===== config.mk =====
export PLATFORM = sky130hd
export DESIGN_NAME = snake_ctrl_fsm
export DESIGN_NICKNAME = d
export VERILOG_FILES = /design/src/rtl/snake_ctrl_fsm.sv
export SDC_FILE = /design/constraint.sdc
export NUM_CORES = 1
export LEC_CHECK = 0
export ABC_AREA = 0
export BUFFER_PORTS_ARGS = -buffer_cell sky130_fd_sc_hd__buf_2
export CAP_MARGIN = 20
export CORE_UTILIZATION = 43
export CTS_BUF_LIST = sky130_fd_sc_hd__clkbuf_4 sky130_fd_sc_hd__clkbuf_8
export CTS_CLUSTER_DIAMETER = 80
export DETAILED_ROUTE_END_ITERATION = 6
export GPL_ROUTABILITY_DRIVEN = 0
export GPL_TIMING_DRIVEN = 0
export SETUP_SLACK_MARGIN = 0.02
export SYNTH_ARGS = -nofsm -noshare
export SYNTH_HDL_FRONTEND = slang
export SYNTH_SLANG_ARGS = --single-unit

===== constraint.sdc =====
create_clock -name clk -period 3 [get_ports clk]
set_input_delay 0.6 -clock clk [delete_from_list [all_inputs] [get_ports clk]]
set_output_delay 0.6 -clock clk [all_outputs]
set_load 0.01 [all_outputs]

===== src/rtl/snake_ctrl_fsm.sv =====
// Snake game sequencer: IDLE/PLAY/DIE control, periodic move step, head/direction
// registers, wall and body collision detection, score and body-length counters.
module snake_ctrl_fsm #(
    parameter int unsigned STEP_CYC  = 6_250_000,
    parameter int unsigned DIE_CYC   = 25_000_000,
    parameter int unsigned X_MAX     = 40,
    parameter int unsigned Y_MAX     = 30,
    parameter int unsigned HEAD_X0   = 20,
    parameter int unsigned HEAD_Y0   = 15,
    parameter int unsigned INIT_LEN  = 3,
    parameter int unsigned LEN_MAX   = 31,
    parameter int unsigned SCORE_MAX = 999
) (
    input  logic       clk,
    input  logic       rst_n,
    input  logic       key_start,
    input  logic       key_up,
    input  logic       key_down,
    input  logic       key_left,
    input  logic       key_right,
    input  logic       body_hit,
    input  logic       body_add_sig,
    output logic [5:0] head_x,
    output logic [4:0] head_y,
    output logic       move_en,
    output logic [1:0] dir,
    output logic [1:0] game_state,
    output logic [9:0] score,
    output logic [4:0] body_len
);

    typedef enum logic [1:0] {
        ST_IDLE = 2'd0,
        ST_PLAY = 2'd1,
        ST_DIE  = 2'd2
    } state_e;

    typedef enum logic [1:0] {
        DIR_UP    = 2'd0,
        DIR_DOWN  = 2'd1,
        DIR_LEFT  = 2'd2,
        DIR_RIGHT = 2'd3
    } dir_e;

    localparam int unsigned STEP_W = (STEP_CYC > 1) ? $clog2(STEP_CYC) : 1;
    localparam int unsigned DIE_W  = (DIE_CYC > 1) ? $clog2(DIE_CYC) : 1;

    localparam logic [STEP_W-1:0] STEP_LAST = STEP_W'(STEP_CYC - 1);
    localparam logic [DIE_W-1:0]  DIE_LAST  = DIE_W'(DIE_CYC - 1);
    localparam logic [5:0]        X_LAST    = 6'(X_MAX - 1);
    localparam logic [4:0]        Y_LAST    = 5'(Y_MAX - 1);
    localparam logic [5:0]        X_START   = 6'(HEAD_X0);
    localparam logic [4:0]        Y_START   = 5'(HEAD_Y0);
    localparam logic [4:0]        LEN_START = 5'(INIT_LEN);
    localparam logic [4:0]        LEN_SAT   = 5'(LEN_MAX);
    localparam logic [9:0]        SCORE_SAT = 10'(SCORE_MAX);

    state_e            state_q, state_d;
    logic [5:0]        head_x_q, head_x_d;
    logic [4:0]        head_y_q, head_y_d;
    dir_e              dir_q, dir_d;
    dir_e              pend_q, pend_d;
    logic [9:0]        score_q, score_d;
    logic [4:0]        len_q, len_d;
    logic              move_en_q, move_en_d;
    logic [STEP_W-1:0] step_q, step_d;
    logic [DIE_W-1:0]  die_q, die_d;

    logic       key_valid;
    dir_e       key_dir;
    dir_e       dir_rev;
    logic       step_evt;
    logic       wall;
    logic [5:0] cand_x;
    logic [4:0] cand_y;

    // Only the highest-priority key of a simultaneous group is evaluated.
    always_comb begin
        key_valid = 1'b1;
        key_dir   = DIR_RIGHT;
        if (key_up) begin
            key_dir = DIR_UP;
        end else if (key_down) begin
            key_dir = DIR_DOWN;
        end else if (key_left) begin
            key_dir = DIR_LEFT;
        end else if (key_right) begin
            key_dir = DIR_RIGHT;
        end else begin
            key_valid = 1'b0;
        end
    end

    assign dir_rev  = dir_e'({dir_q[1], ~dir_q[0]});
    assign step_evt = (step_q == STEP_LAST);

    always_comb begin
        cand_x = head_x_q;
        cand_y = head_y_q;
        wall   = 1'b0;
        case (pend_q)
            DIR_UP: begin
                wall   = (head_y_q == 5'd0);
                cand_y = head_y_q - 5'd1;
            end
            DIR_DOWN: begin
                wall   = (head_y_q == Y_LAST);
                cand_y = head_y_q + 5'd1;
            end
            DIR_LEFT: begin
                wall   = (head_x_q == 6'd0);
                cand_x = head_x_q - 6'd1;
            end
            default: begin
                wall   = (head_x_q == X_LAST);
                cand_x = head_x_q + 6'd1;
            end
        endcase
    end

    always_comb begin
        state_d   = state_q;
        head_x_d  = head_x_q;
        head_y_d  = head_y_q;
        dir_d     = dir_q;
        pend_d    = pend_q;
        score_d   = score_q;
        len_d     = len_q;
        move_en_d = 1'b0;
        step_d    = step_q;
        die_d     = die_q;

        case (state_q)
            ST_IDLE: begin
                step_d = '0;
                die_d  = '0;
                if (key_start) begin
                    state_d  = ST_PLAY;
                    head_x_d = X_START;
                    head_y_d = Y_START;
                    dir_d    = DIR_RIGHT;
                    pend_d   = DIR_RIGHT;
                    score_d  = '0;
                    len_d    = LEN_START;
                end
            end

            ST_PLAY: begin
                die_d  = '0;
                step_d = step_evt ? '0 : step_q + 1'b1;

                if (key_valid && (key_dir != dir_rev)) begin
                    pend_d = key_dir;
                end

                if (body_add_sig) begin
                    if (score_q != SCORE_SAT) score_d = score_q + 10'd1;
                    if (len_q != LEN_SAT)     len_d   = len_q + 5'd1;
                end

                // A body collision outranks a coincident step: no move is made.
                if (body_hit) begin
                    state_d = ST_DIE;
                end else if (step_evt) begin
                    if (wall) begin
                        state_d = ST_DIE;
                    end else begin
                        head_x_d  = cand_x;
                        head_y_d  = cand_y;
                        dir_d     = pend_q;
                        move_en_d = 1'b1;
                    end
                end
            end

            ST_DIE: begin
                if (die_q == DIE_LAST) begin
                    state_d = ST_IDLE;
                    die_d   = '0;
                end else begin
                    die_d = die_q + 1'b1;
                end
            end

            default: begin
                state_d = ST_IDLE;
            end
        endcase
    end

    always_ff @(posedge clk or negedge rst_n) begin
        if (!rst_n) begin
            state_q   <= ST_IDLE;
            head_x_q  <= X_START;
            head_y_q  <= Y_START;
            dir_q     <= DIR_RIGHT;
            pend_q    <= DIR_RIGHT;
            score_q   <= '0;
            len_q     <= LEN_START;
            move_en_q <= 1'b0;
            step_q    <= '0;
            die_q     <= '0;
        end else begin
            state_q   <= state_d;
            head_x_q  <= head_x_d;
            head_y_q  <= head_y_d;
            dir_q     <= dir_d;
            pend_q    <= pend_d;
            score_q   <= score_d;
            len_q     <= len_d;
            move_en_q <= move_en_d;
            step_q    <= step_d;
            die_q     <= die_d;
        end
    end

    assign head_x     = head_x_q;
    assign head_y     = head_y_q;
    assign move_en    = move_en_q;
    assign dir        = dir_q;
    assign game_state = state_q;
    assign score      = score_q;
    assign body_len   = len_q;

endmodule


Yosys cells after proc, flatten, opt, wreduce, memory -nomap -nowiden
Index checks and enable logic that the tools add are counted.
- register bits after elaboration: 81
- input port bits: 9
- output and inout bits: 31
- word-level logic and storage cells: 108
- $add $sub $neg: 8
- eq/ne operators: 24
- muxes and demuxes: 49
- bitwise gates (word level): 1
- reductions and logical operators: 16
- operators with widths (kind ; number):
    25-bit case mux with 2 select lines ; 1
    23-bit case mux with 2 select lines ; 1
    5-bit 2-to-1 mux ; 7
    10-bit 2-to-1 mux ; 3
    5-bit case mux with 2 select lines ; 3
    25-bit by 1-bit adder with 25-bit output, second input constant ; 1
    25-bit equality test, second input constant ; 1
    25-bit 2-to-1 mux ; 1
    2-bit 2-to-1 mux ; 12
    6-bit 2-to-1 mux ; 4
    6-bit case mux with 2 select lines ; 2
    23-bit by 1-bit adder with 23-bit output, second input constant ; 1
    23-bit equality test, second input constant ; 1
    23-bit 2-to-1 mux ; 1
    2-bit inequality test, second input constant ; 10
    10-bit case mux with 2 select lines ; 1
    4-bit AND reduction ; 3
    6-bit AND reduction ; 2
    10-bit by 1-bit adder with 10-bit output, second input constant ; 1
    5-bit by 1-bit adder with 5-bit output, second input constant ; 2
    10-bit inequality test, second input constant ; 1
    1-bit 2-to-1 mux ; 9
    2-bit case mux with 2 select lines ; 2
    6-bit by 1-bit adder with 6-bit output, second input constant ; 1
    21 further kinds ; 27

Logic depth before layout (Yosys ltp)
- word-level depth: 7
- depth in mapped cells: 10
- gate-level depth less buffers: 9

Worst setup path after synthesis
OpenSTA, ideal clock, no wires.
- kind: register to register
- from: register pend_q[0]
- to: register head_x_q[5], in the netlist head_x[5]
- data arrival time: 2.102 ns
- required time: 2.882 ns
- setup slack: 0.780 ns
- stages on the path, launching flop included: 10
- cell sequence: dfstp_2 > buf_2 > nand2b_1 > inv_1 > ha_1 > a211o_1 > nor3b_1 > a211oi_1 > nor4_1 > a21o_1
- word-level cells in the longest chain between the ends: 7
- elaborated cells between the ends (all ways): 13
- RTL lines (what ; RTL line ; text):
    start, declared ; 62 ; dir_e pend_q, pend_d;
    start signal, assigned ; 208 ; pend_q <= pend_d;
    2-bit by 1-bit equality test with 1-bit output / 2-bit zero test (equally long branches) ; 101 ; case (pend_q)
    2-bit OR reduction (no line) ; -- ;
    6-bit case mux with 2 select lines ; 101 ;
    6-bit 2-to-1 mux ; 165 ; if (wall) begin
    6-bit 2-to-1 mux ; 164 ; end else if (step_evt) begin
    6-bit 2-to-1 mux ; 162 ; if (body_hit) begin
    6-bit case mux with 2 select lines ; 133 ; case (state_q)
    end signal, assigned ; 194 ; head_x_q <= X_START;
    end signal, assigned ; 205 ; head_x_q <= head_x_d;
    end, declared ; 59 ; logic [5:0] head_x_q, head_x_d;
Parallel ways exist; a longest one is shown, timed or not. The select of a mux whose other input is x is not followed.
A chain may end at the register's enable or synchronous reset.

Worst setup path after layout
- from: register die_q[0]
- to: register die_q[19]
- word-level cells in the longest chain between the ends: 3
- elaborated cells between the ends (all ways): 4
- RTL lines (what ; RTL line ; text):
    start, declared ; 67 ; logic [DIE_W-1:0] die_q, die_d;
    start signal, assigned ; 213 ; die_q <= die_d;
    25-bit by 1-bit adder with 25-bit output / 25-bit equality test (equally long branches) ; 181, 177 ;
    25-bit 2-to-1 mux (*) ; 177 ; if (die_q == DIE_LAST) begin
    25-bit case mux with 2 select lines (*) ; 133 ;
Every way passes the cells marked *; elsewhere a longest branch is shown, timed or not.

==> results.txt <==
Worst setup path start = die_q[0]
Tcrit/Tclk final = 0.866
Slowest library cell on the worst path = nor2_1
Gr ovfl total = 0
Die Width = 106 um
Final Max Slew Viols = 0
Die ar. = 0.0112 mm^2
Worst Tran Pin Value = 713 ps
Leak pwr = 2.29 nW
Starting Density = 0.446
DP Area = 0.00504 mm^2
PortBufs = 39
Drt initial violations = 308
Clock Latency Late Sink = 360 ps
Vias = 4167
Largest cells by area after synthesis = dfrtp_1 37%, o21ai_0 7.6%, dfstp_2 6.8%, nand2_1 5.5%, nor2_1 3.9%
Core Region = 0.0104 mm^2
Synth Flop Type = dfrtp_1
I/O pin total = 40
Area fraction of the dominant cell type after synthesis = 0.372
Avg Inst Size Synth = 8.72 um^2
Netlist area before placement = 0.00465 mm^2
Vias per cell = 5.75
CP endpoint kind = register
Number of synthesis warnings = 0
Net Sw Frac = 0.418
Required time worst endpoint = 3290 ps
RSZ-0062 raised after global routing = false
Post-Syn Nets = 556
CTS Root Buffer Type = clkbuf_8
Number of library cell types mapped by synthesis = 58
Synth Register Bits = 81
Layout area overhead = 13.1%
CP Cell Sequence = ha_1 > and4_1 > nand4_1 > o21ai_0 > nor2_1 > clkbuf_1 > a21oi_1 > a21oi_1
Vias in the first global route = 3904
Final setup viols = 0
Worst vdd ir = 280 uV
Switching Power = 0.00155 W
Critical Path AT = 2890 ps
Top delay family on crit path = simple AND/OR/NAND/NOR gates
CTS Sinks = 81
Post-CTS Resized = 0
Routed length per placed instance = 15.4 um
Worst path max stage delay = 550 ps
Combinational Power Share = 0.396
CP max FO = 10
Power share of the sequential group = 0.371
Max_slew headroom = 0.523
Status = finished clean
H-tree depth = 3
DRT Pass-1 Iters = 4
Post-CTS setup repair buffer count = 0
Final ANT Viol Nets = 0
Final #Nets = 607
Min Tclk post-route = 2600 ps
FMAX = 0.385 GHz
Antenna Cells = 0
EDFF count, synth = 0
Worst r2r src = die_q[0]
Fin area = 0.00526 mm^2
Clock slew at reported path FFs = 90 ps
Hold Fails Final Rpt = 0
Clock Power Share = 0.234
CTS tree = built
Inserted Clock Buffers = 9
Worst path bufs/invs = 1
Gr usage total = 0.214
Cells after Synth = 533
Die Ht = 106 um
Rows = 37
Crit Path Category = reg -> reg
Routed WL = 11200 um
Seq/Total Area, Yosys = 0.439
First-pass GRT wire length = 19300 um
Post-route setup TNS = 0 ps
Pre-CTS setup slack = 433 ps
Power Dens Cells = 706 mW/mm^2
CTS Buffer Depth = 2
Share of post-route cells with drive strength above 1 = 0.146
Hold buffer count at CTS = 0
Max-cap viol count = 0
Async SR Flop Fraction = 1.00
DP HPWL = 7770 um
Min setup slack post-route = 402 ps
DRC viols = 0
Hold Path Class = in -> async
Initial antenna violation count = 0
Pint = 0.00216 W
Synth area leader = dfrtp_1
Setup crit start kind = register
CP most frequent cell = a21oi_1
Largest net degree at the start of global routing = 54
Skew final = 7.60 ps
[layout by cell type (no fill, tap or decap), types with 3 or more instances in the layout]
cell / n
a211o_1: 3
a21o_1: 8
a21oi_1: 26
a22o_1: 3
a31oi_1: 18
and2_1: 6
and3_1: 10
and4_1: 6
buf_2: 43
clkbuf_1: 12
clkbuf_8: 11
dfrtp_1: 69
dfstp_2: 12
ha_1: 12
inv_1: 14
mux2i_1: 5
nand2_1: 68
nand2b_1: 5
nand3_1: 32
nand4_1: 17
nor2_1: 48
nor2b_1: 4
nor3_1: 8
nor3_2: 3
nor4_1: 6
o21ai_0: 71
o31ai_1: 7
or2_2: 3
or3_1: 4
xnor2_1: 3
xor2_1: 12
[area by class of cell]
class	instances	area, um^2
Inverter	14	52.6
Sequential cell	81	2040
Fill cell	1019	5160
Timing Repair Buffer	40	225
Tap cell	136	170
Buffer	19	85.1
Multi-Input combinational cell	419	2470
Clock buffer	11	151
Clock inverter	5	62.6
[cells by family (layout without fill, tap and decap cells)]
family / after synthesis / after routing / synth area share
and+or+nand+nor: 233 / 233 / 0.256
buffers and inverters: 33 / 89 / 0.0296
AOI/OAI and AO/OA: 152 / 152 / 0.195
adders and majority gates: 14 / 14 / 0.0409
muxes: 5 / 5 / 0.0108
DFF: 81 / 81 / 0.439
xor gates and xnor gates: 15 / 15 / 0.0283
[through the flow]
stage / util / total power (W) / std cells / hold slack, ps
floorplan: - / 0.00240 / 533 / 304
global placement: 0.481 / 0.00282 / 708 / 464
detailed placement: 0.484 / 0.00286 / 709 / 463
CTS: 0.505 / 0.00374 / 725 / 170
global route: 0.505 / 0.00400 / 725 / 177
finish: 0.505 / 0.00371 / 725 / 162
[final timing paths]
kind,slack (ps),to,depth (start not counted)
min in group clk,480,step_q[22],1
worst max-delay path,400,die_q[19],8
worst min register to register,480,step_q[22],1
worst max register to register,400,die_q[19],8
worst min-delay path,160,move_en,1
max in group asynchronous,2200,body_len[1],2
[registers in the layout, indices dropped and copies added (netlist names)]
name        cells
body_len        5
die_q          25
dir             2
game_state      2
head_x          6
head_y          5
move_en         1
pend_q          2
score          10
step_q         23
[power groups by stage]
stage	Sequential (W)	Clock [W]	Combinational (W)
final	0.00138	0.000868	0.00147
after global routing	0.00140	0.000937	0.00166
after CTS	0.00137	0.000887	0.00148
after detailed placement	0.00139	0	0.00147
after global placement	0.00139	0	0.00143
after floorplan	0.00139	0	0.00101
[routing by layer]
layer | vias to the layer above | track usage | part of all wire
met1 | 2013 | 0.298 | 0.49
met5 | - | 0 | 0
li1 | 2050 | - | -
met3 | 13 | 0.0313 | 0.038
met2 | 91 | 0.340 | 0.46
met4 | 0 | 0.0784 | 0.014
[cells in the mapped netlist, types with 6 or more instances]
master and n:
ha_1 12, nand3_1 32, nor2_1 48, xor2_1 12
nor4_1 6, dfstp_2 12, o21ai_0 71, and4_1 6
inv_1 14, nor3_1 8, nand2_1 68, nand4_1 17
clkbuf_1 12, a21o_1 8, and2_1 6, o31ai_1 7
a31oi_1 18, dfrtp_1 69, a21oi_1 26, and3_1 10
[worst register-to-register path, stage by stage, from the launching register on]
cell	delay, ps
dfrtp_1	410
ha_1	240
and4_1	280
nand4_1	140
o21ai_0	110
nor2_1	550
clkbuf_1	520
a21oi_1	140
a21oi_1	140
Note: power is estimated with default switching activity, not from simulation.
